==> src/rtl/div_unit_if.sv <==
// Request/response bundle between the pipeline controller (master) and the
// multi-cycle divider (slave).
interface div_unit_if #(
  parameter int WIDTH = 32
);
  logic                 signed_div_i;
  logic [WIDTH-1:0]     opdata1_i;
  logic [WIDTH-1:0]     opdata2_i;
  logic                 start_i;
  logic                 annul_i;
  logic [2*WIDTH-1:0]   result_o;
  logic                 ready_o;

  modport master (
    output signed_div_i, opdata1_i, opdata2_i, start_i, annul_i,
    input  result_o, ready_o
  );

  modport slave (
    input  signed_div_i, opdata1_i, opdata2_i, start_i, annul_i,
    output result_o, ready_o
  );
endinterface

==> src/rtl/div_unit.sv <==
// Multi-cycle restoring divider for DIV/DIVU. Produces {remainder, quotient};
// the pipeline holds start_i until ready_o, then drops it.
//
// state   | meaning
// --------+-------------------------------------------------------------
// S_FREE  | idle, waiting for start_i with annul_i low
// S_DZERO | divisor was zero, result forced to all-zero
// S_ON    | one shift-subtract step per clock, WIDTH steps total
// S_END   | result held on result_o with ready_o high until start_i drops
module div_unit #(
  parameter int WIDTH = 32,
  parameter int CNT_W = 6
) (
  input  logic       clk,
  input  logic       rst,
  div_unit_if.slave  bus
);

  typedef enum logic [1:0] {S_FREE, S_DZERO, S_ON, S_END} state_e;

  localparam logic [CNT_W-1:0] LAST_STEP = CNT_W'(WIDTH - 1);

  state_e               state_q, state_d;
  logic [CNT_W-1:0]     cnt_q, cnt_d;
  logic [WIDTH-1:0]     rem_q, rem_d;
  logic [WIDTH-1:0]     quo_q, quo_d;
  logic [WIDTH-1:0]     dvs_q, dvs_d;
  logic                 neg_quo_q, neg_quo_d;
  logic                 neg_rem_q, neg_rem_d;
  logic                 ready_q, ready_d;
  logic [2*WIDTH-1:0]   result_q, result_d;

  logic                 accept;
  logic [WIDTH-1:0]     abs_a, abs_b;
  logic [WIDTH:0]       part_rem;
  logic [WIDTH:0]       diff;
  logic                 ge;
  logic [WIDTH-1:0]     step_rem, step_quo;

  assign accept = bus.start_i && !bus.annul_i;
  assign abs_a  = (bus.signed_div_i && bus.opdata1_i[WIDTH-1]) ? -bus.opdata1_i : bus.opdata1_i;
  assign abs_b  = (bus.signed_div_i && bus.opdata2_i[WIDTH-1]) ? -bus.opdata2_i : bus.opdata2_i;

  // Partial remainder is one bit wider so the trial subtract borrow is its MSB;
  // dividend bits are taken from the top of quo_q as it shifts left.
  assign part_rem = {rem_q, quo_q[WIDTH-1]};
  assign diff     = part_rem - {1'b0, dvs_q};
  assign ge       = !diff[WIDTH];
  assign step_rem = ge ? diff[WIDTH-1:0] : part_rem[WIDTH-1:0];
  assign step_quo = {quo_q[WIDTH-2:0], ge};

  // State register
  always_ff @(posedge clk) begin
    if (rst) state_q <= S_FREE;
    else     state_q <= state_d;
  end

  // Next-state decode
  always_comb begin
    state_d = state_q;
    unique case (state_q)
      S_FREE:  if (accept) state_d = (bus.opdata2_i == '0) ? S_DZERO : S_ON;
      S_DZERO: state_d = S_END;
      S_ON: begin
        if (bus.annul_i)             state_d = S_FREE;
        else if (cnt_q == LAST_STEP) state_d = S_END;
      end
      S_END:   if (!bus.start_i) state_d = S_FREE;
      default: state_d = S_FREE;
    endcase
  end

  // Datapath and registered outputs; sign fix-up is folded into the last step
  always_comb begin
    cnt_d     = cnt_q;
    rem_d     = rem_q;
    quo_d     = quo_q;
    dvs_d     = dvs_q;
    neg_quo_d = neg_quo_q;
    neg_rem_d = neg_rem_q;
    ready_d   = 1'b0;
    result_d  = '0;
    unique case (state_q)
      S_FREE: begin
        if (accept) begin
          cnt_d     = '0;
          rem_d     = '0;
          quo_d     = abs_a;
          dvs_d     = abs_b;
          neg_quo_d = bus.signed_div_i && (bus.opdata1_i[WIDTH-1] ^ bus.opdata2_i[WIDTH-1]);
          neg_rem_d = bus.signed_div_i && bus.opdata1_i[WIDTH-1];
        end
      end
      S_DZERO: begin
        quo_d = '0;
        rem_d = '0;
      end
      S_ON: begin
        if (!bus.annul_i) begin
          cnt_d = cnt_q + CNT_W'(1);
          if (cnt_q == LAST_STEP) begin
            quo_d = neg_quo_q ? -step_quo : step_quo;
            rem_d = neg_rem_q ? -step_rem : step_rem;
          end else begin
            quo_d = step_quo;
            rem_d = step_rem;
          end
        end
      end
      S_END: begin
        if (bus.start_i) begin
          ready_d  = 1'b1;
          result_d = {rem_q, quo_q};
        end
      end
      default: ;
    endcase
  end

  // Datapath and output registers
  always_ff @(posedge clk) begin
    if (rst) begin
      cnt_q     <= '0;
      rem_q     <= '0;
      quo_q     <= '0;
      dvs_q     <= '0;
      neg_quo_q <= 1'b0;
      neg_rem_q <= 1'b0;
      ready_q   <= 1'b0;
      result_q  <= '0;
    end else begin
      cnt_q     <= cnt_d;
      rem_q     <= rem_d;
      quo_q     <= quo_d;
      dvs_q     <= dvs_d;
      neg_quo_q <= neg_quo_d;
      neg_rem_q <= neg_rem_d;
      ready_q   <= ready_d;
      result_q  <= result_d;
    end
  end

  assign bus.ready_o  = ready_q;
  assign bus.result_o = result_q;

endmodule

==> src/flat_wrapper.sv <==
// flat-port wrapper written by rule: the top's interface ports become plain ports
module div_unit_flat 
#(
  parameter int WIDTH = 32,
  parameter int CNT_W = 6
)
  (clk, rst, bus_signed_div_i, bus_opdata1_i, bus_opdata2_i, bus_start_i, bus_annul_i, bus_result_o, bus_ready_o);
  div_unit_if #(.WIDTH(WIDTH)) bus_i ();
  input  logic clk;
  input  logic rst;
  input wire logic [$bits(bus_i.signed_div_i)-1:0] bus_signed_div_i;
  input wire logic [$bits(bus_i.opdata1_i)-1:0] bus_opdata1_i;
  input wire logic [$bits(bus_i.opdata2_i)-1:0] bus_opdata2_i;
  input wire logic [$bits(bus_i.start_i)-1:0] bus_start_i;
  input wire logic [$bits(bus_i.annul_i)-1:0] bus_annul_i;
  output wire logic [$bits(bus_i.result_o)-1:0] bus_result_o;
  output wire logic [$bits(bus_i.ready_o)-1:0] bus_ready_o;
  assign bus_i.signed_div_i = bus_signed_div_i;
  assign bus_i.opdata1_i = bus_opdata1_i;
  assign bus_i.opdata2_i = bus_opdata2_i;
  assign bus_i.start_i = bus_start_i;
  assign bus_i.annul_i = bus_annul_i;
  assign bus_result_o = bus_i.result_o;
  assign bus_ready_o = bus_i.ready_o;
  div_unit #(.WIDTH(WIDTH), .CNT_W(CNT_W)) u_core (.clk(clk), .rst(rst), .bus(bus_i));
endmodule
==> config.mk <==
export PLATFORM = sky130hd
export DESIGN_NAME = div_unit_flat
export DESIGN_NICKNAME = d
export VERILOG_FILES = /design/src/rtl/div_unit_if.sv /design/src/rtl/div_unit.sv /design/src/flat_wrapper.sv
export SDC_FILE = /design/constraint.sdc
export NUM_CORES = 1
export LEC_CHECK = 0
export BUFFER_PORTS_ARGS = -buffer_cell sky130_fd_sc_hd__buf_2
export CORE_AREA = 2 2 145 161
export DETAILED_ROUTE_END_ITERATION = 8
export DIE_AREA = 0 0 147 163
export PLACE_DENSITY = 0.7
export REMOVE_ABC_BUFFERS = 1
export SYNTH_ARGS = -nofsm -noshare
export SYNTH_HDL_FRONTEND = slang
export SYNTH_SLANG_ARGS = --single-unit
==> constraint.sdc <==
create_clock -name clk -period 6.3 [get_ports clk]
set_clock_uncertainty 0.15 [all_clocks]
set_input_delay 0.315 -clock clk [delete_from_list [all_inputs] [get_ports clk]]
set_output_delay 0.315 -clock clk [all_outputs]
set_load 0.01 [all_outputs]
==> results of run 1 <==
## kinds of logic after synthesis
group,after synthesis,synth area share
xor gates and xnor gates,144,0.116
DFF,171,0.312
AOI/OAI and AO/OA,389,0.239
muxes,28,0.0271
and+or+nand+nor,461,0.206
adders and majority gates,43,0.0497
buffers and inverters,137,0.0507
## cell type report
cell class | instances | area, um2 | share of cell area
Clock inverter | 14 | 135 | 0.0109
Antenna cell | 4 | 10.0 | 0.000809
Multi-Input combinational cell | 1065 | 7040 | 0.569
Inverter | 56 | 210 | 0.0170
Tap cell | 300 | 375 | 0.0304
Timing Repair Buffer | 142 | 733 | 0.0593
Sequential cell | 171 | 3420 | 0.277
Clock buffer | 18 | 439 | 0.0355
## routing by layer
metal,GRT usage,up-vias,routed length (um)
li1,-,5067,-
met1,0.311,4734,13300
met2,0.421,338,14200
met3,0.0387,71,1610
met4,0.106,4,915
met5,0,-,14
## stage by stage
stage          hold slack, ns   util  setup TNS [ns]  total power [mW]
3_5_place_dp            0.307  0.524               0              2.94
5_1_grt                0.0538  0.549               0              4.25
2_1_floorplan           0.234      -          -0.160              2.52
6_report               0.0401  0.550               0              3.99
4_1_cts                0.0316  0.549               0              3.99
3_3_place_gp            0.292  0.524               0              2.93
## state kept, by name, indices dropped and copies added (netlist names)
signal	flops
u_core.bus.result_o	64
u_core.dvs_q	32
u_core.quo_q	32
u_core.rem_q	32
u_core.cnt_q	6
u_core.state_q	2
u_core.bus.ready_o	1
u_core.neg_quo_q	1
u_core.neg_rem_q	1
## critical path: cells and delay by family (launching register included)
| kind | cells | cell delay, ns |
|---|---|---|
| buf+inv | 2 | 0.28 |
| xor+xnor | 2 | 0.34 |
| simple gates | 6 | 1.37 |
| flops | 1 | 0.39 |
| fa+ha+maj | 3 | 0.96 |
| compound gates | 8 | 1.35 |
## synth_stat cells (9+ instances only)
cell,count,area [um2]
sky130_fd_sc_hd__a21oi_1,92,460
sky130_fd_sc_hd__inv_1,55,206
sky130_fd_sc_hd__nand2b_1,9,56.3
sky130_fd_sc_hd__dfxtp_1,171,3420
sky130_fd_sc_hd__clkbuf_1,61,229
sky130_fd_sc_hd__a211oi_1,34,255
sky130_fd_sc_hd__o31ai_1,23,173
sky130_fd_sc_hd__nor3_1,42,210
sky130_fd_sc_hd__buf_2,13,65.1
sky130_fd_sc_hd__xor2_1,69,604
sky130_fd_sc_hd__o41ai_1,12,105
sky130_fd_sc_hd__and2_1,64,400
sky130_fd_sc_hd__o21ai_0,83,415
sky130_fd_sc_hd__nand2_1,93,349
sky130_fd_sc_hd__a31oi_1,12,75.1
sky130_fd_sc_hd__nand3_1,19,95.1
sky130_fd_sc_hd__a22o_1,20,175
sky130_fd_sc_hd__nand4_1,13,81.3
sky130_fd_sc_hd__mux2i_1,23,230
sky130_fd_sc_hd__xnor2_1,74,648
sky130_fd_sc_hd__nor2_1,153,574
sky130_fd_sc_hd__o21a_1,12,90.1
sky130_fd_sc_hd__ha_1,42,526
sky130_fd_sc_hd__or3_1,12,75.1
sky130_fd_sc_hd__o221ai_1,29,254
sky130_fd_sc_hd__a21o_1,10,75.1
sky130_fd_sc_hd__a22oi_1,9,67.6
## power breakdown
part | total (mW) | internal (mW) | switching [mW]
sequential | 1.36 | 1.21 | 0.146
combinational | 1.60 | 0.581 | 1.01
clock | 1.03 | 0.532 | 0.503
## layout by cell type, fill, tap and decap left out, drive strengths merged, types with 13 or more instances in the layout
master  Yosys  layout
nor2      154     154
buf        20     142
inv        56      62
mux2i      24      24
nand3      20      20
nand2      94      94
clkbuf     61      18
and2       64      64
o31ai      25      25
a21oi      93      93
a31oi      13      13
nor3       42      42
xor2       69      69
a211oi     34      34
nand4      13      13
ha         42      42
dfxtp     171     171
o221ai     29      29
o21ai      92      92
a22o       20      20
xnor2      75      75
## path summary, 6_finish.rpt
check | start | end | slack [ns] | cells after the start
setup / recovery | u_core.quo_q[31]$_SDFFE_PP0P_ | u_core.rem_q[28]$_SDFFE_PP0P_ | 1.35 | 21
hold / removal | bus_opdata2_i[14] | u_core.dvs_q[14]$_SDFFE_PP0P_ | 0.04 | 3
setup reg to reg | u_core.quo_q[31]$_SDFFE_PP0P_ | u_core.rem_q[28]$_SDFFE_PP0P_ | 1.35 | 21
hold reg to reg | u_core.neg_rem_q$_SDFFE_PP0P_ | u_core.neg_rem_q$_SDFFE_PP0P_ | 0.32 | 2
==> impl_metrics.prom, run 1 <==
# TYPE chip_impl_metric gauge
chip_impl_metric{name="via_per_inst",unit=""} 5.77
chip_impl_metric{name="route.final.wire_length",unit="um"} 30100
chip_impl_metric{name="synth_warnings",unit=""} 0
chip_impl_metric{name="worst_path_largest_cell_delay",unit="ns"} 0.48
chip_impl_metric{name="final_area",unit="um2"} 12400
chip_impl_metric{name="grt_max_degree",unit=""} 71
chip_impl_metric{name="cts-resized-gates",unit=""} 0
chip_impl_info{name="critical_path_type",value="reg2reg"} 1
chip_impl_metric{name="die_area",unit="um2"} 24000
chip_impl_metric{name="tritoncts.num_buffers",unit=""} 17
chip_impl_info{name="synth-main-ff-cell",value="sky130_fd_sc_hd__dfxtp_1"} 1
chip_impl_metric{name="finalSetupViolCount",unit=""} 0
chip_impl_info{name="clk_root_buffer_cell",value="sky130_fd_sc_hd__clkbuf_16"} 1
chip_impl_metric{name="detailed_place_hpwl",unit="um"} 21900
chip_impl_metric{name="clock_sinks",unit=""} 171
chip_impl_metric{name="first_global_vias",unit=""} 9587
chip_impl_metric{name="p_per_area",unit="nW/um2"} 323
chip_impl_info{name="status",value="finished, final reports clean"} 1
chip_impl_info{name="tritoncts",value="yes"} 1
chip_impl_metric{name="htree_num_levels",unit=""} 4
chip_impl_metric{name="drt_drc_violations_left",unit=""} 0
chip_impl_info{name="unrepaired_setup_endpoints_after_global_routing",value="no"} 1
chip_impl_metric{name="leakage",unit="nW"} 4.94
chip_impl_metric{name="clk-insertion-delay-late",unit="ns"} 0.44
chip_impl_info{name="cpMaxStageDelayCell",value="sky130_fd_sc_hd__fa_1"} 1
chip_impl_metric{name="report.final.hold_viol_count",unit=""} 0
chip_impl_metric{name="synth_seq_cells",unit=""} 171
chip_impl_metric{name="drt-wirelength-per-cell",unit="um"} 17.0
chip_impl_metric{name="drive_above_1_share",unit=""} 0.138
chip_impl_metric{name="cts_hold_buf",unit=""} 0
chip_impl_metric{name="core",unit="um2"} 22500
chip_impl_metric{name="synthCells",unit=""} 1373
chip_impl_metric{name="asyncSetResetFlopFracSynth",unit=""} 0
chip_impl_metric{name="cts.repair_timing.setup_buffer_count",unit=""} 0
chip_impl_metric{name="area_growth",unit="%"} 12.6
chip_impl_metric{name="postSynthAreaPerCell",unit="um2"} 8.00
chip_impl_metric{name="antenna_found_initial",unit=""} 5
chip_impl_metric{name="grt_pass1_wl",unit="um"} 48000
chip_impl_info{name="crit_path_end_kind",value="flip-flop"} 1
chip_impl_metric{name="synth-seq-area-share",unit=""} 0.312
chip_impl_metric{name="clkSlewWorstSetupHoldPaths",unit="ns"} 0.07
chip_impl_metric{name="synth-edff-count",unit=""} 0
chip_impl_metric{name="final_antenna_net_count",unit=""} 0
chip_impl_metric{name="buffer_ports.inserted",unit=""} 133
chip_impl_metric{name="vias",unit=""} 10200
chip_impl_metric{name="dp_worst_setup_slack",unit="ns"} 1.42
chip_impl_metric{name="crit_path_max_fanout",unit=""} 11
chip_impl_metric{name="groute.usage.overall",unit=""} 0.247
chip_impl_metric{name="placed_cells",unit=""} 1734
chip_impl_metric{name="timing_worst_slew_pin_value",unit="ns"} 1.15
chip_impl_metric{name="globalplace.congestion",unit=""} 0.947
chip_impl_metric{name="die_width",unit="um"} 147
chip_impl_metric{name="synth.cell_area",unit="um2"} 11000
chip_impl_metric{name="final_max_slew_viol_count",unit=""} 0
chip_impl_info{name="hp-class",value="in2reg"} 1
chip_impl_metric{name="post_layout_nets",unit=""} 1565
chip_impl_metric{name="drt_first_iter_violations",unit=""} 574
chip_impl_metric{name="finished_layout_cells",unit=""} 1770
chip_impl_metric{name="clockBufferDepth",unit=""} 2
chip_impl_info{name="setup.worst_path.start_class",value="flip-flop"} 1
chip_impl_metric{name="cap_viol_max_count",unit=""} 0
chip_impl_metric{name="final.period_utilization",unit=""} 0.786
chip_impl_metric{name="final.fill_count",unit=""} 2168
chip_impl_metric{name="max_freq",unit="MHz"} 202
chip_impl_metric{name="post-route-worst-setup-slack",unit="ns"} 1.35
chip_impl_metric{name="maxSlewHeadroom",unit=""} 0.231
chip_impl_metric{name="drt-pass1-iter-count",unit=""} 7
chip_impl_metric{name="critPathRequiredTime",unit="ns"} 6.49
chip_impl_metric{name="placed_area",unit="um2"} 11800
chip_impl_metric{name="row_count",unit=""} 58
chip_impl_metric{name="synthDistinctLibCells",unit=""} 78
chip_impl_metric{name="dieHeight",unit="um"} 163
chip_impl_metric{name="post-route-min-period",unit="ns"} 4.95
chip_impl_metric{name="critical_path_arrival",unit="ns"} 5.14
chip_impl_metric{name="starting_density_of_the_core",unit=""} 0.488
chip_impl_metric{name="grt.overflow.total",unit=""} 0
chip_impl_info{name="cp_cell_sequence",value="inv_1, ha_1, fa_1, nor2b_4, o31a_2, o21ai_4, o211ai_4, a31oi_4, xnor2_4, inv_2, nor2_1, a21oi_1, ha_1, or3b_2, nor2_1, and3_1, o21ai_1, nor3_1, a31oi_1, xnor2_1, a22o_1"} 1
chip_impl_metric{name="worst_ir_drop_vdd",unit="mV"} 0.265
chip_impl_metric{name="pin_count",unit=""} 134
Note: power is estimated with default switching activity, not from simulation.
==> run 2: changes to the inputs <==
--- a/config.mk
+++ b/config.mk
@@ -9,7 +9,7 @@
 export CORE_AREA = 2 2 145 161
 export DETAILED_ROUTE_END_ITERATION = 8
 export DIE_AREA = 0 0 147 163
-export PLACE_DENSITY = 0.7
+export PLACE_DENSITY = 0.73
 export REMOVE_ABC_BUFFERS = 1
 export SYNTH_ARGS = -nofsm -noshare
 export SYNTH_HDL_FRONTEND = slang
==> constraint.sdc (replaced) <==
create_clock -name clk -period 4.2 [get_ports clk]
set_clock_uncertainty 0.15 [all_clocks]
set_input_delay 0.21 -clock clk [delete_from_list [all_inputs] [get_ports clk]]
set_output_delay 0.21 -clock clk [all_outputs]
set_load 0.01 [all_outputs]
==> impl_metrics.prom, run 2 (synthesis gave the netlist of run 1 again) <==
# TYPE chip_impl_metric gauge
chip_impl_info{name="status",value="finished, final reports clean"} 1
chip_impl_metric{name="clockBufferDepth",unit=""} 2
chip_impl_metric{name="globalplace.congestion",unit=""} 0.961
chip_impl_metric{name="htree_num_levels",unit=""} 4
chip_impl_metric{name="via_per_inst",unit=""} 5.77
chip_impl_metric{name="drt_first_iter_violations",unit=""} 771
chip_impl_metric{name="timing_worst_slew_pin_value",unit="ns"} 1.16
chip_impl_metric{name="tritoncts.num_buffers",unit=""} 17
chip_impl_metric{name="final_antenna_net_count",unit=""} 0
chip_impl_info{name="mostFrequentLayoutCells",value="170 x sky130_fd_sc_hd__dfxtp_1, 147 x sky130_fd_sc_hd__nor2_1, 133 x sky130_fd_sc_hd__buf_2"} 1
chip_impl_metric{name="first_global_vias",unit=""} 10500
chip_impl_metric{name="wl_met2",unit="um"} 15700
chip_impl_metric{name="drt-pass1-iter-count",unit=""} 7
chip_impl_metric{name="post-route-min-period",unit="ns"} 4.06
chip_impl_info{name="setup.worst_path.start_class",value="flip-flop"} 1
chip_impl_metric{name="critical_path_arrival",unit="ns"} 4.24
chip_impl_metric{name="grt_max_degree",unit=""} 65
chip_impl_metric{name="buffer_ports.inserted",unit=""} 133
chip_impl_metric{name="placed_cells",unit=""} 1832
chip_impl_info{name="clk_root_buffer_cell",value="sky130_fd_sc_hd__clkbuf_16"} 1
chip_impl_metric{name="max_freq",unit="MHz"} 246
chip_impl_metric{name="met1_routed_wirelength_after_detailed_routing",unit="um"} 14200
chip_impl_metric{name="core",unit="um2"} 22500
chip_impl_info{name="unrepaired_setup_endpoints_after_global_routing",value="yes"} 1
chip_impl_metric{name="multiInputGateArea",unit="um2"} 7160
chip_impl_metric{name="groute.usage.overall",unit=""} 0.277
chip_impl_metric{name="post_layout_nets",unit=""} 1687
chip_impl_info{name="crit_path_end_kind",value="flip-flop"} 1
chip_impl_metric{name="final.fill_count",unit=""} 2086
chip_impl_metric{name="finalSetupViolCount",unit=""} 0
chip_impl_metric{name="route.final.wire_length",unit="um"} 33200
chip_impl_info{name="hp-class",value="in2reg"} 1
chip_impl_metric{name="largest_register_ff_count",unit=""} 64
chip_impl_metric{name="area_growth",unit="%"} 22.3
chip_impl_metric{name="num_antenna_cells",unit=""} 0
chip_impl_metric{name="worst_path_largest_cell_delay",unit="ns"} 0.41
chip_impl_info{name="critical_path_type",value="reg2reg"} 1
chip_impl_metric{name="crit_path_max_fanout",unit=""} 6
chip_impl_metric{name="clk-insertion-delay-late",unit="ns"} 0.43
chip_impl_metric{name="worst_ir_drop_vdd",unit="mV"} 0.395
chip_impl_metric{name="finished_layout_cells",unit=""} 1886
chip_impl_metric{name="final.period_utilization",unit=""} 0.966
chip_impl_metric{name="drive_above_1_share",unit=""} 0.204
chip_impl_metric{name="clock_sinks",unit=""} 171
chip_impl_metric{name="p_per_area",unit="nW/um2"} 470
chip_impl_metric{name="die_width",unit="um"} 147
chip_impl_metric{name="drt_drc_violations_left",unit=""} 0
chip_impl_metric{name="detailed_place_hpwl",unit="um"} 24300
chip_impl_metric{name="cap_viol_max_count",unit=""} 0
chip_impl_metric{name="register_area",unit="um2"} 3420
chip_impl_metric{name="leakage",unit="nW"} 5.53
chip_impl_metric{name="row_count",unit=""} 58
chip_impl_metric{name="dieHeight",unit="um"} 163
chip_impl_metric{name="grt.overflow.total",unit=""} 0
chip_impl_metric{name="post-route-worst-setup-slack",unit="ns"} 0.143
chip_impl_metric{name="maxSlewHeadroom",unit=""} 0.223
chip_impl_info{name="cpMaxStageDelayCell",value="sky130_fd_sc_hd__or3b_4"} 1
chip_impl_metric{name="starting_density_of_the_core",unit=""} 0.488
chip_impl_metric{name="clkSlewWorstSetupHoldPaths",unit="ns"} 0.07
chip_impl_metric{name="pwr_total",unit="mW"} 6.31
chip_impl_metric{name="antenna_found_initial",unit=""} 1
chip_impl_metric{name="dp_worst_setup_slack",unit="ns"} -0.143
chip_impl_metric{name="final_max_slew_viol_count",unit=""} 0
chip_impl_info{name="final_common_cell",value="sky130_fd_sc_hd__dfxtp_1"} 1
chip_impl_metric{name="route.met3.wl",unit="um"} 2070
chip_impl_metric{name="pin_count",unit=""} 134
chip_impl_metric{name="die_area",unit="um2"} 24000
chip_impl_info{name="cp_cell_sequence",value="inv_1, ha_2, fa_2, nor2b_4, o31a_4, o21ai_4, o211ai_4, a31oi_4, xnor2_4, inv_4, a21oi_2, ha_2, or3b_4, nor2_4, and3_4, o21ai_4, nor3_2, buf_4, a31oi_2, xnor2_1, a22o_1"} 1
chip_impl_metric{name="report.final.hold_viol_count",unit=""} 0
chip_impl_metric{name="vias",unit=""} 10900
chip_impl_metric{name="grt_pass1_wl",unit="um"} 53700
chip_impl_info{name="topRoutingLayerUsed",value="met5"} 1
chip_impl_metric{name="critPathRequiredTime",unit="ns"} 4.38
chip_impl_metric{name="drt-wirelength-per-cell",unit="um"} 17.6
chip_impl_info{name="tritoncts",value="yes"} 1
==> run 2: cell types whose count changed in the layout (fill, tap and decap cells not counted), sizes merged <==
cell	delta
buf	+104
dlygate4sd3	+18
diode	-4
inv	-2
bufinv	+1
clkbuf	+1
clkinv	-1
clkinvlp	-1
==> run 2: worst paths after layout <==
kind,startpoint,to,slack (ns),depth (start not counted)
max,u_core.quo_q[31]$_SDFFE_PP0P_,u_core.rem_q[28]$_SDFFE_PP0P_,0.14,21
min,bus_opdata2_i[5],u_core.dvs_q[5]$_SDFFE_PP0P_,0.004,3
max reg2reg,u_core.quo_q[31]$_SDFFE_PP0P_,u_core.rem_q[28]$_SDFFE_PP0P_,0.14,21
min reg2reg,u_core.dvs_q[31]$_SDFFE_PP0P_,u_core.dvs_q[31]$_SDFFE_PP0P_,0.32,2
==> run 2: final cells by class <==
| class | count | share of cell area |
|---|---|---|
| inverters | 56 | 0.0158 |
| flip-flops and latches | 171 | 0.255 |
| repair buffers | 264 | 0.127 |
| multi-input cells | 1065 | 0.533 |
| clock buffers | 19 | 0.0330 |
| well taps | 300 | 0.0280 |
| clock inverters | 11 | 0.00848 |
==> run 2: per-layer routing <==
layer,vias to the layer above,GRT usage
met5,-,0
met4,2,0.123
met3,90,0.0527
met2,434,0.469
met1,5071,0.345
li1,5294,-
==> run 2: repair_timing <==
| item | 4_1_cts | 5_1_grt |
|---|---|---|
| buffers inserted | 3 | 3 |
| setup endpoints to repair | 9 | 14 |
| pin swaps | 3 | 10 |
| gates resized for setup | 9 | 22 |
| endpoints found under the hold margin | 18 | 0 |
| hold buffers | 18 | 0 |
==> run 2: critical path: cells and delay by family (launching register included) <==
family	cells	cell delay [ns]
buffers and inverters	3	0.30
AND/OR/NAND/NOR	5	0.95
AO/OA/AOI/OAI	8	1.12
XOR/XNOR	2	0.38
adder cells (fa/ha/maj)	3	0.75
flip-flops	1	0.32
==> run 2: stage by stage <==
| stage | hold slack (ns) | cell area (um2) | utilization | setup TNS [ns] |
|---|---|---|---|---|
| after floorplan | 0.129 | 10600 | - | -94.38 |
| after global placement | 0.292 | 12500 | 0.556 | 0 |
| after detailed placement | 0.304 | 12500 | 0.556 | -0.561 |
| after CTS | 0.000286 | 13300 | 0.592 | 0 |
| after global routing | 0.00495 | 13400 | 0.597 | -0.0991 |
| final | 0.00424 | 13400 | 0.597 | 0 |
==> run 2: power by group <==
group,internal [mW],leakage (nW),switching (mW)
Sequential,1.82,1.39,0.222
Clock,0.837,0.268,0.701
Combinational,1.10,3.87,1.63
==> run 3: changes to the inputs <==
--- a/config.mk
+++ b/config.mk
@@ -5,11 +5,12 @@
 export SDC_FILE = /design/constraint.sdc
 export NUM_CORES = 1
 export LEC_CHECK = 0
+export ABC_AREA = 1
 export BUFFER_PORTS_ARGS = -buffer_cell sky130_fd_sc_hd__buf_2
-export CORE_AREA = 2 2 145 161
+export CORE_AREA = 2 2 195 216
 export DETAILED_ROUTE_END_ITERATION = 8
-export DIE_AREA = 0 0 147 163
-export PLACE_DENSITY = 0.73
+export DIE_AREA = 0 0 197 218
+export PLACE_DENSITY = 0.49
 export REMOVE_ABC_BUFFERS = 1
 export SYNTH_ARGS = -nofsm -noshare
 export SYNTH_HDL_FRONTEND = slang
==> constraint.sdc (replaced) <==
create_clock -name clk -period 3.6 [get_ports clk]
set_clock_uncertainty 0.15 [all_clocks]
set_input_delay 0.18 -clock clk [delete_from_list [all_inputs] [get_ports clk]]
set_output_delay 0.18 -clock clk [all_outputs]
set_load 0.01 [all_outputs]
==> impl_metrics.prom, run 3 <==
# TYPE chip_impl_metric gauge
chip_impl_info{name="status",value="complete, but fails checks"} 1
chip_impl_info{name="violated_checks",value="setup timing"} 1
chip_impl_info{name="setup.worst_path.start_class",value="flip-flop"} 1
chip_impl_metric{name="pin_count",unit=""} 134
chip_impl_metric{name="synth_warnings",unit=""} 0
chip_impl_metric{name="final_antenna_net_count",unit=""} 0
chip_impl_metric{name="report.final.hold_viol_count",unit=""} 0
chip_impl_info{name="netlist.top_cell.by_area",value="sky130_fd_sc_hd__dfxtp_1"} 1
chip_impl_metric{name="area_growth",unit="%"} 41.5
chip_impl_info{name="critical_path_type",value="reg2reg"} 1
chip_impl_metric{name="clockBufferDepth",unit=""} 2
chip_impl_info{name="crit_path_end_kind",value="flip-flop"} 1
chip_impl_info{name="unrepaired_setup_endpoints_after_global_routing",value="yes"} 1
chip_impl_metric{name="synthDominantCellAreaShare",unit=""} 0.282
chip_impl_metric{name="placed_cells",unit=""} 2839
chip_impl_metric{name="postSynthAreaPerCell",unit="um2"} 6.02
chip_impl_metric{name="htree_num_levels",unit=""} 4
chip_impl_metric{name="asyncSetResetFlopFracSynth",unit=""} 0
chip_impl_metric{name="synthCells",unit=""} 2016
chip_impl_metric{name="first_global_vias",unit=""} 13900
chip_impl_metric{name="leakage",unit="nW"} 8.56
chip_impl_metric{name="worstHoldPathCells",unit=""} 5
chip_impl_info{name="final_common_cell",value="sky130_fd_sc_hd__nand2_1"} 1
chip_impl_metric{name="via_per_inst",unit=""} 4.77
chip_impl_metric{name="vias",unit=""} 14100
chip_impl_metric{name="post-route-worst-setup-slack",unit="ns"} -0.0913
chip_impl_metric{name="row_count",unit=""} 78
chip_impl_metric{name="grt_max_degree",unit=""} 45
chip_impl_metric{name="post-route-min-period",unit="ns"} 3.69
chip_impl_metric{name="grt.overflow.total",unit=""} 0
chip_impl_metric{name="route.final.wire_length",unit="um"} 48400
chip_impl_info{name="synth-main-ff-cell",value="sky130_fd_sc_hd__dfxtp_1"} 1
chip_impl_metric{name="synth-seq-area-share",unit=""} 0.282
chip_impl_metric{name="internal_power",unit="mW"} 4.95
chip_impl_metric{name="core",unit="um2"} 40800
chip_impl_metric{name="p_per_area",unit="nW/um2"} 516
chip_impl_metric{name="globalplace.congestion",unit=""} 0.905
chip_impl_info{name="timing.critical_path.from",value="u_core.quo_q[31]$_SDFFE_PP0P_"} 1
chip_impl_info{name="crit_reg_reg_startpoint",value="u_core.quo_q[31]$_SDFFE_PP0P_"} 1
chip_impl_info{name="clk_root_buffer_cell",value="sky130_fd_sc_hd__clkbuf_16"} 1
chip_impl_metric{name="crit_path_max_fanout",unit=""} 16
chip_impl_metric{name="groute.usage.overall",unit=""} 0.224
chip_impl_metric{name="timing_worst_slew_pin_value",unit="ns"} 0.824
chip_impl_metric{name="final.period_utilization",unit=""} 1.03
chip_impl_metric{name="dp_worst_setup_slack",unit="ns"} -0.620
chip_impl_info{name="top_area_cells_in_the_synthesized_netlist",value="sky130_fd_sc_hd__dfxtp_1 28%, sky130_fd_sc_hd__nand2_1 17%, sky130_fd_sc_hd__inv_1 9.3%"} 1
chip_impl_metric{name="max_freq",unit="MHz"} 271
chip_impl_metric{name="total_switching_power",unit="mW"} 3.91
chip_impl_metric{name="synth.cell_area",unit="um2"} 12100
chip_impl_metric{name="synth-edff-count",unit=""} 0
chip_impl_info{name="tritoncts",value="yes"} 1
chip_impl_metric{name="post_layout_nets",unit=""} 2538
chip_impl_metric{name="share_clk_of_total_power",unit=""} 0.225
chip_impl_metric{name="buffer_ports.inserted",unit=""} 133
chip_impl_metric{name="clk-insertion-delay-late",unit="ns"} 0.47
chip_impl_metric{name="drt-pass1-iter-count",unit=""} 6
chip_impl_metric{name="grt_pass1_wl",unit="um"} 74300
chip_impl_metric{name="share_seq_of_total_power",unit=""} 0.269
chip_impl_metric{name="die_area",unit="um2"} 42900
chip_impl_metric{name="p_sw_frac",unit=""} 0.442
chip_impl_info{name="synth.most_common_cell",value="sky130_fd_sc_hd__nand2_1"} 1
chip_impl_metric{name="cap_viol_max_count",unit=""} 0
chip_impl_metric{name="synth_seq_cells",unit=""} 171
chip_impl_metric{name="finished_layout_cells",unit=""} 2961
chip_impl_info{name="worstHoldStart",value="bus_opdata2_i[1]"} 1
chip_impl_metric{name="die_width",unit="um"} 197
chip_impl_metric{name="dieHeight",unit="um"} 218
chip_impl_metric{name="critical_path_arrival",unit="ns"} 3.93
chip_impl_metric{name="final.fill_count",unit=""} 4322
chip_impl_metric{name="drive_above_1_share",unit=""} 0.246
chip_impl_metric{name="critPathRequiredTime",unit="ns"} 3.84
chip_impl_metric{name="drt-wirelength-per-cell",unit="um"} 16.3
chip_impl_metric{name="worst_ir_drop_vdd",unit="mV"} 0.395
chip_impl_metric{name="tritoncts.num_buffers",unit=""} 17
chip_impl_metric{name="drt_first_iter_violations",unit=""} 892
chip_impl_metric{name="combinationalPowerShare",unit=""} 0.505
chip_impl_metric{name="finalSetupViolCount",unit=""} 7
chip_impl_metric{name="drt_drc_violations_left",unit=""} 0
chip_impl_metric{name="maxSlewHeadroom",unit=""} 0.450
chip_impl_metric{name="detailed_place_hpwl",unit="um"} 37100
chip_impl_metric{name="clock_sinks",unit=""} 171
chip_impl_metric{name="final_max_slew_viol_count",unit=""} 0
chip_impl_metric{name="largest_register_ff_count",unit=""} 64
chip_impl_metric{name="antenna_found_initial",unit=""} 2
chip_impl_metric{name="starting_density_of_the_core",unit=""} 0.297
chip_impl_metric{name="synthDistinctLibCells",unit=""} 47
chip_impl_metric{name="clkSlewWorstSetupHoldPaths",unit="ns"} 0.07
chip_impl_metric{name="rr_worst_depth",unit=""} 27
chip_impl_info{name="mostFrequentLayoutCells",value="510 x sky130_fd_sc_hd__nand2_1, 295 x sky130_fd_sc_hd__inv_1, 251 x sky130_fd_sc_hd__buf_4"} 1
chip_impl_info{name="synth_top_cells_by_count",value="550 x sky130_fd_sc_hd__nand2_1, 300 x sky130_fd_sc_hd__inv_1, 238 x sky130_fd_sc_hd__nor2_1"} 1
chip_impl_info{name="hp-class",value="in2reg"} 1
[run 3: metrics by stage]
| step | setup TNS [ns] | utilization | area (um2) | hold slack [ns] | power (mW) |
|---|---|---|---|---|---|
| 3_3_place_gp | -5.88 | 0.366 | 14900 | 0.307 | 6.23 |
| 5_1_grt | -3.13 | 0.421 | 17200 | 0.0787 | 9.48 |
| 2_1_floorplan | -9.90 | - | 11800 | 0.0991 | 4.65 |
| 6_report | -0.291 | 0.421 | 17200 | 0.0456 | 8.86 |
| 3_5_place_dp | -8.47 | 0.366 | 14900 | 0.311 | 6.24 |
| 4_1_cts | -0.365 | 0.404 | 16500 | 0.0000964 | 8.59 |
[run 3: kinds of logic (layout without fill, tap and decap cells)]
group	Yosys count	count (layout)	share of synthesized area
AO/OA/AOI/OAI	343	343	0.158
XOR/XNOR	48	48	0.0346
adder cells (fa/ha/maj)	43	43	0.0450
buffers and inverters	370	792	0.120
flip-flops	171	171	0.282
other	0	2	0
AND/OR/NAND/NOR	1041	1042	0.360
[run 3: layout make-up]
cell class | count | area [um2] | area share
Clock inverter | 12 | 161 | 0.00940
Inverter | 308 | 1160 | 0.0678
Clock buffer | 20 | 437 | 0.0254
Tap cell | 520 | 651 | 0.0379
Multi-Input combinational cell | 1476 | 7980 | 0.465
Timing Repair Buffer | 452 | 3340 | 0.195
Antenna cell | 2 | 5.00 | 0.000292
Sequential cell | 171 | 3430 | 0.200
[run 3: timing repair]
action	in CTS	in global routing
endpoints found under the hold margin	53	0
resized for setup	54	125
gates cloned	2	2
hold buffers	56	0
setup buffers	19	10
setup endpoints to repair	31	42
pin swaps	20	34
[run 3: worst paths after layout]
kind	endpoint	slack, ns
worst max-delay path	u_core.rem_q[25]$_SDFFE_PP0P_	-0.09
worst max register to register	u_core.rem_q[25]$_SDFFE_PP0P_	-0.09
worst min register to register	u_core.neg_rem_q$_SDFFE_PP0P_	0.32
worst min-delay path	u_core.dvs_q[1]$_SDFFE_PP0P_	0.05
[run 3: metal layers]
metal / up-vias / global-route usage / share of wire / wire length, um
li1: 7275 / - / - / -
met1: 6442 / 0.269 / 0.43 / 21000
met2: 336 / 0.410 / 0.50 / 24200
met3: 61 / 0.0281 / 0.038 / 1850
met4: 0 / 0.0749 / 0.027 / 1300
met5: - / 0 / 0 / 0
[run 3: worst max-delay path, cell delays in order (launching register included)]
cell                      delay (ns)
sky130_fd_sc_hd__dfxtp_2        0.34
sky130_fd_sc_hd__inv_2          0.05
sky130_fd_sc_hd__ha_4           0.15
sky130_fd_sc_hd__fa_2           0.36
sky130_fd_sc_hd__inv_2          0.07
sky130_fd_sc_hd__nand2_2        0.05
sky130_fd_sc_hd__nand2_2        0.07
sky130_fd_sc_hd__nand3_2        0.08
sky130_fd_sc_hd__nand2_2        0.12
sky130_fd_sc_hd__nand2_2        0.06
sky130_fd_sc_hd__nand2_2        0.07
sky130_fd_sc_hd__nand2_2        0.06
sky130_fd_sc_hd__nand2_2        0.08
sky130_fd_sc_hd__nand2_2        0.07
sky130_fd_sc_hd__nand2_4        0.09
sky130_fd_sc_hd__buf_8          0.24
sky130_fd_sc_hd__nand2_1        0.09
sky130_fd_sc_hd__nand2_2        0.08
sky130_fd_sc_hd__buf_4          0.13
sky130_fd_sc_hd__inv_2          0.04
sky130_fd_sc_hd__nor2_1         0.20
sky130_fd_sc_hd__nand2_1        0.19
sky130_fd_sc_hd__o21ai_4        0.20
sky130_fd_sc_hd__buf_12         0.14
sky130_fd_sc_hd__nand3_1        0.06
sky130_fd_sc_hd__nand2_1        0.06
sky130_fd_sc_hd__nand3_1        0.12
sky130_fd_sc_hd__a21oi_2        0.18
[run 3: power groups by stage]
stage | combinational, mW | clock, mW | sequential (mW)
after global placement | 3.83 | 0 | 2.40
after floorplan | 2.31 | 0 | 2.34
after detailed placement | 3.84 | 0 | 2.40
after CTS | 4.16 | 2.06 | 2.37
after global routing | 4.95 | 2.12 | 2.42
final | 4.48 | 2.00 | 2.39
